## src/rtl/alu_result_reg.sv

```systemverilog
// Result-capture stage behind the lab ALU: one capture per Capture press, B operand feedback,
// and an optional tagged history FIFO built only when ALU_HIST_EN is defined.
module alu_result_reg #(
  parameter int unsigned DEPTH = 4,
  parameter int unsigned CW    = $clog2(DEPTH) + 1
) (
  input  logic          Clock,
  input  logic          Reset,
  input  logic [7:0]    ALUout,
  input  logic [1:0]    Function,
  input  logic          Capture,
  input  logic          hist_rd,
  output logic [7:0]    Result,
  output logic [3:0]    B_fb,
  output logic [9:0]    hist_data,
  output logic [CW-1:0] hist_count,
  output logic          hist_empty,
  output logic          hist_full,
  output logic          hist_ovf
);

  typedef enum logic {IDLE, HOLD} state_t;

  state_t state, state_nxt;
  logic   cap;

  always_ff @(posedge Clock) begin
    if (Reset) state <= IDLE;
    else       state <= state_nxt;
  end

  always_comb begin
    state_nxt = state;
    case (state)
      IDLE:    if (Capture)  state_nxt = HOLD;
      HOLD:    if (!Capture) state_nxt = IDLE;
      default: state_nxt = IDLE;
    endcase
  end

  // A capture fires only on the first cycle of a press; HOLD absorbs the rest of it.
  always_comb begin
    cap = 1'b0;
    if (state == IDLE && Capture) cap = 1'b1;
  end

  always_ff @(posedge Clock) begin
    if (Reset)    Result <= '0;
    else if (cap) Result <= ALUout;
  end

  assign B_fb = Result[3:0];

`ifdef ALU_HIST_EN
  localparam int unsigned AW = $clog2(DEPTH);
  localparam logic [CW-1:0] FULL_CNT = CW'(DEPTH);

  logic [9:0]    mem [DEPTH];
  logic [AW-1:0] rd_ptr, wr_ptr;
  logic [CW-1:0] count;
  logic          ovf;
  logic          empty, full, push, pop;

  assign empty = (count == '0);
  assign full  = (count == FULL_CNT);
  assign push  = cap;
  assign pop   = hist_rd && !empty;

  // When full, wr_ptr == rd_ptr, so a lone push overwrites the head and rd_ptr steps past it.
  always_ff @(posedge Clock) begin
    if (Reset) begin
      rd_ptr <= '0;
      wr_ptr <= '0;
      count  <= '0;
      ovf    <= 1'b0;
    end else begin
      if (push)                 wr_ptr <= wr_ptr + AW'(1);
      if (pop || (push && full)) rd_ptr <= rd_ptr + AW'(1);
      if (push && !pop && full) ovf <= 1'b1;
      if (push && !pop && !full)
        count <= count + CW'(1);
      else if (pop && !push)
        count <= count - CW'(1);
    end
  end

  always_ff @(posedge Clock) begin
    if (push) mem[wr_ptr] <= {Function, ALUout};
  end

  assign hist_data  = empty ? '0 : mem[rd_ptr];
  assign hist_count = count;
  assign hist_empty = empty;
  assign hist_full  = full;
  assign hist_ovf   = ovf;
`else
  logic unused_hist;
  assign unused_hist = ^{hist_rd, Function};

  assign hist_data  = '0;
  assign hist_count = '0;
  assign hist_empty = 1'b1;
  assign hist_full  = 1'b0;
  assign hist_ovf   = 1'b0;
`endif

endmodule

```

## config.mk

```make
export PLATFORM = sky130hd
export DESIGN_NAME = alu_result_reg
export DESIGN_NICKNAME = d
export VERILOG_FILES = /design/src/rtl/alu_result_reg.sv
export SDC_FILE = /design/constraint.sdc
export NUM_CORES = 1
export LEC_CHECK = 0
export ABC_CLOCK_PERIOD_IN_PS = 2000
export CAP_MARGIN = 20
export CORE_MARGIN = 1
export CORE_UTILIZATION = 35
export DETAILED_ROUTE_END_ITERATION = 8
export PLACE_DENSITY = 0.8
export SLEW_MARGIN = 0
export SYNTH_ARGS = -nofsm -noshare
export SYNTH_HDL_FRONTEND = slang
export SYNTH_SLANG_ARGS = --single-unit
```

## constraint.sdc

```tcl
create_clock -name Clock -period 2 [get_ports Clock]
set_input_delay 0.2 -clock Clock [delete_from_list [all_inputs] [get_ports Clock]]
set_output_delay 0.2 -clock Clock [all_outputs]
set_load 0.1 [all_outputs]
```

Word-level counts from Yosys, hierarchy flattened
Cells that the tools add are included.
{"block": "word_totals", "ff_bits": 9, "in_bits": 14, "output_inout_bits": 28, "wordCells": 6}
{"block": "classes", "mux": 2, "bitwise": 1, "n_reduce_logical": 1}
{"operator": "two-way mux 1 bit", "n": 2}
{"operator": "logical AND 1 bit", "n": 1}
{"operator": "NOT 1 bit", "n": 1}

Longest topological paths before layout
Gate-level depths: netlist of run 1.
{"block": "depth", "ltp_word": 3, "ltp_mapped": 3, "mapped_depth_nobuf": 2}

Worst setup path before layout of run 1
OpenSTA, ideal clock, no wires.
{"block": "synth_timing", "path_type": "flip-flop to output port", "from": "register Result[0]", "to": "output port Result[0]", "t_arrival_ns": 1.374, "required_time_ns": 1.800, "slack_ns": 0.426, "path_stages_with_launch": 2, "n_path_buf": 1, "cell_sequence": "dfxtp_1 buf_4"}
{"item": "from (decl)", "line_no": "13", "text": "output logic [7:0] Result,"}
{"item": "from (signal assigned)", "line_no": "49", "text": "else if (cap) Result <= ALUout;"}
No word-level cell between the ends.

Final worst setup path of run 1
{"block": "layout_timing", "from": "input port Capture", "to": "register Result[7]"}
{"block": "layout_via", "elab_chain_len": 2}
{"item": "from (decl)", "line_no": "11", "text": "input logic Capture,"}
{"item": "logical AND 1 bit", "line_no": "44", "text": "if (state == IDLE && Capture) cap = 1'b1;"}
{"item": "two-way mux 1 bit", "line_no": "44"}
No other way between the ends.
A chain may end at the register's enable or synchronous reset.

==> metrics.txt, run 1 <==
die width=41.8 um; RSZ-0062 raised after global routing=false; final WL=949 um; area of the die=0.00175 mm^2; row cnt=13; worst vdd ir=511 uV; Post-CTS Setup Inserts=0; worst min-delay path class=flop to flop; area post-placement=661 um^2; Clk pwr share=21.6%; clock buffer depth=2; vias in the first global route=347; RR Startpoint=state; Via density=4.42; Ys Warns=0; post-synthesis cell area=554 um^2; largest family of logic cells by synthesized area=simple AND/OR/NAND/NOR gates; via count=407; largest net degree at the start of global routing=18; maxcap violations=0; Final Hold Viols=0; CP Data Arrival Time=1.27 ns; final setup vio count=0; layout cells sized above 1=26.0%; Synth Instances=58; Final ANT Viol Nets=0; Worst-path clk slew=0.06 ns; Final Cell Area=687 um^2; TritonCTS Buffers=3; Synth Area in Adders=0%; CP Capture Type=flop; synthesized-area fraction occupied by and/or/nand/nor cells=28.2%; synthesis-to-finish area growth=23.9%; clk_skew=0.00448 ns; xor and xnor area share after synthesis=0%; Core ar.=0.00138 mm^2; critical path fanouts, max=10; most frequent cells in the layout=conb_1, buf_4, clkdlybuf4s50_1, dfxtp_1; internal power=0.318 mW; GR Overflow Total=0; first-pass GRT wire length=1.61 mm; setup TNS=0 ns; Max Slew Vio Count=0; Worst R2R Setup Slack=1.08 ns; initial antenna violation count=0; commonest non-fill, non-tap cell in the layout=conb_1; WS Path Type=input pin to flop; IO Pins=42; DRC violations left=0; total track usage=12.5%; Worst Hold Launch=Result[6]; DR iter-0 viols=5; switching power=0.328 mW; # diodes=0; die height=41.8 um; Distinct cells, synth=10; part of the power in registers=30.6%; CTS tree=built; compound-gate portion of the synthesized area=9.93%; Max Fclk=0.884 GHz; area of the multi-input gates=272 um^2; fraction of the yosys area taken by sequential cells=32.5%; final core utilization=49.7%; FF+latch area=180 um^2; Critical path origin=Capture; Setup crit start kind=input pin; combinational power share=47.8%; Fill cells=138; status=finished clean; synthesized area per cell=9.56 um^2; Leakage=0.296 nW; clk sinks=9; routability cong.=0.597; Final min period=1.13 ns; Final Cycle Share=56.5%; router iterations before antenna repair=2; CTS Root Cell=clkbuf_4; wire length per cell=10.3 um; P per Cell Area=941 mW/mm^2; Synth Register Bits=9; Final #Nets=92; PortBufs=22; mux contribution to synthesized area=0%; H-tree depth=1; switching share of total power=50.8%; CP required=2.14 ns; Post-CTS Hold Buffers=0; Resized cells post-CTS=0; Worst-Skew Late Latency=0.26 ns; Starting Density=40.1%
-- cells in the mapped netlist --
master | count | area share [%]
nand4bb_1 | 8 | 16
buf_2 | 1 | 0.90
o21ai_2 | 4 | 6.3
nor2b_1 | 1 | 1.1
and2b_4 | 1 | 1.8
buf_4 | 20 | 27
nand2b_1 | 8 | 9.0
conb_1 | 2 | 1.4
dfxtp_1 | 9 | 33
o21ai_1 | 4 | 3.6
-- worst max-delay path, cell delays in order --
cell	delay [ns]
clkdlybuf4s50_1	0.68
and2b_4	0.30
o21ai_1	0.09
-- area by class of cell --
type / count / share of cell area, %
multi-input combinational: 42 / 39.5
timing repair buffer: 22 / 27.7
sequential: 9 / 26.2
clock buffer: 4 / 3.83
tap: 15 / 2.73
-- path summary, 6_finish.rpt --
kind	cells after the start	to
max	3	Result[7]
min	2	Result[6]
max reg2reg	2	Result[7]
min reg2reg	2	Result[6]
-- layer usage --
| layer | up-vias | part of all wire [%] | track usage, % |
|---|---|---|---|
| met2 | 23 | 47 | 17.8 |
| met1 | 184 | 43 | 14.7 |
| met4 | 0 | 1.1 | 5.81 |
| met5 | - | 0 | 0 |
| met3 | 2 | 8.6 | 7.39 |
| li1 | 198 | - | - |
-- logic make-up (layout without fill, tap and decap cells) --
logic type             count (synthesis)  count (layout)
AO/OA/AOI/OAI                          8               8
buffers and inverters                 21              26
flip-flops                             9               9
other                                  2              16
AND/OR/NAND/NOR                       18              18
-- state kept, by name, indices dropped and copies added (netlist names) --
signal	cells
Result	8
state	1
-- through the flow --
step                      instances  worst slack, ns  hold WS, ns  total power [mW]
after floorplan                  72            0.426        0.328             0.492
after global placement           88            0.614        0.454             0.510
after detailed placement         88            0.611        0.458             0.511
after CTS                        92            0.877        0.469             0.653
after global routing             92            0.824        0.489             0.674
final                            92            0.869        0.463             0.646
-- power groups by stage --
| stage | clock, mW | combinational [mW] | sequential (mW) |
|---|---|---|---|
| floorplan | 0 | 0.222 | 0.270 |
| global placement | 0 | 0.308 | 0.202 |
| detailed placement | 0 | 0.309 | 0.202 |
| CTS | 0.146 | 0.309 | 0.198 |
| global route | 0.158 | 0.317 | 0.199 |
| finish | 0.139 | 0.309 | 0.198 |
Power figures use the tool's default switching activity.
==> run 2: changes to the inputs <==
--- a/config.mk
+++ b/config.mk
@@ -5,12 +5,12 @@
 export SDC_FILE = /design/constraint.sdc
 export NUM_CORES = 1
 export LEC_CHECK = 0
-export ABC_CLOCK_PERIOD_IN_PS = 2000
+export ABC_CLOCK_PERIOD_IN_PS = 1000
 export CAP_MARGIN = 20
 export CORE_MARGIN = 1
-export CORE_UTILIZATION = 35
+export CORE_UTILIZATION = 29
 export DETAILED_ROUTE_END_ITERATION = 8
-export PLACE_DENSITY = 0.8
+export PLACE_DENSITY = 0.71
 export SLEW_MARGIN = 0
 export SYNTH_ARGS = -nofsm -noshare
 export SYNTH_HDL_FRONTEND = slang
==> constraint.sdc (replaced) <==
create_clock -name Clock -period 1 [get_ports Clock]
set_input_delay 0.1 -clock Clock [delete_from_list [all_inputs] [get_ports Clock]]
set_output_delay 0.1 -clock Clock [all_outputs]
set_load 0.1 [all_outputs]
==> metrics.txt, run 2 (same netlist as run 1, synthesis figures left out) <==
CTS Root Cell=clkbuf_4; final setup vio count=0; Post-CTS Hold Buffers=0; PortBufs=22; Max Fclk=1.06 GHz; CP Data Arrival Time=0.84 ns; Post-CTS Setup Inserts=0; layout cells sized above 1=38.8%; area of the die=0.00209 mm^2; initial antenna violation count=0; Final ANT Viol Nets=0; maxcap violations=0; Max Slew Vio Count=0; TritonCTS Buffers=3; clk sinks=9; Final Cycle Share=93.9%; Worst-path clk slew=0.06 ns; IO Pins=42; largest net degree at the start of global routing=18; # diodes=0; CP Capture Type=primary output; delay-heaviest family, CP=flip-flops; most frequent cells in the layout=conb_1, buf_12, clkdlybuf4s50_1, nand2b_1, nand4bb_1; Leakage=0.358 nW; DR iter-0 viols=4; Worst Hold Launch=ALUout[6]; router iterations before antenna repair=4; clk_skew=0.000348 ns; RSZ-0062 raised after global routing=false; worst min-delay path class=input pin to flop; commonest non-fill, non-tap cell in the layout=conb_1; critical path cell sequence=buf_12; CP required=0.90 ns; Final #Nets=95; Worst Hold Depth=3; H-tree depth=1; vias in the first global route=384; die height=45.7 um; row cnt=15; DRC violations left=0; Via density=4.01; Setup crit start kind=flop; final WL=1.04 mm; Largest regs=Result (8), state (1); first-pass GRT wire length=1.55 mm; critical path fanouts, max=3; Top reg by flops=Result; synthesis-to-finish area growth=62.8%; Crit. path cell count=1; WP buf/inv=1; routability cong.=0.621; die width=45.7 um; max reg flops=8; status=finished clean; total power=1.40 mW; detailed placer's ending HPWL=794 um; CP max-delay cell=dfxtp_2; Worst-Skew Late Latency=0.26 ns; via count=421; clock buffer depth=2; Core ar.=0.00176 mm^2; Final min period=0.939 ns; CTS tree=built; worst vdd ir=819 uV; Fill cells=175; GR Overflow Total=0; setup TNS=0 ns; Starting Density=31.4%; Final Hold Viols=0; P per Cell Area=1550 mW/mm^2; total track usage=10.8%; max incr delay on CP=0.39 ns; RR Startpoint=state; Critical path origin=Result[0]; Resized cells post-CTS=0; WS Path Type=flop to primary output; wire length per cell=9.91 um; worst reg2reg path depth=2
## run 2: per-stage QoR
step / std cells / worst slack, ns / instance area [um^2] / hold WS [ns] / utilization (%)
after floorplan: 72 / -0.132 / 624 / 0.228 / -
after global placement: 101 / -0.0431 / 876 / 0.475 / 49.6
after detailed placement: 101 / -0.0894 / 876 / 0.482 / 49.6
after CTS: 105 / 0.0497 / 902 / 0.417 / 51.1
after global routing: 105 / 0.0357 / 902 / 0.421 / 51.1
final: 105 / 0.0608 / 902 / 0.415 / 51.1
## run 2: power breakdown
group	internal [mW]	switching (mW)	total (mW)
sequential	0.380	0.0301	0.410
clock	0.154	0.128	0.282
combinational	0.186	0.521	0.708
## run 2: path summary, 6_finish.rpt
path | slack (ns) | to
max reg2reg | 0.12 | Result[4]
min reg2reg | 0.49 | Result[5]
max | 0.06 | Result[0]
min | 0.41 | Result[6]
## run 2: per-layer routing
layer / GRT usage, % / share of wire (%)
met1: 11.2 / 40
met4: 5.29 / 0
met2: 18.0 / 50
met5: 0 / 0
met3: 5.16 / 10
## run 2: area by class of cell
type / instances / area (um^2) / area share (%)
Multi-Input combinational cell: 42 / 272 / 30.1
Timing Repair Buffer: 25 / 375 / 41.6
Tap cell: 25 / 31.3 / 3.47
Sequential cell: 9 / 198 / 21.9
Clock buffer: 4 / 26.3 / 2.91
==> run 3: changes to the inputs <==
--- a/config.mk
+++ b/config.mk
@@ -9,6 +9,7 @@
 export CAP_MARGIN = 20
 export CORE_MARGIN = 1
 export CORE_UTILIZATION = 29
+export CTS_CLUSTER_SIZE = 10
 export DETAILED_ROUTE_END_ITERATION = 8
 export PLACE_DENSITY = 0.71
 export SLEW_MARGIN = 0
==> results of run 3 <==
Final layout, timing and power as in run 2 (identical DEF).
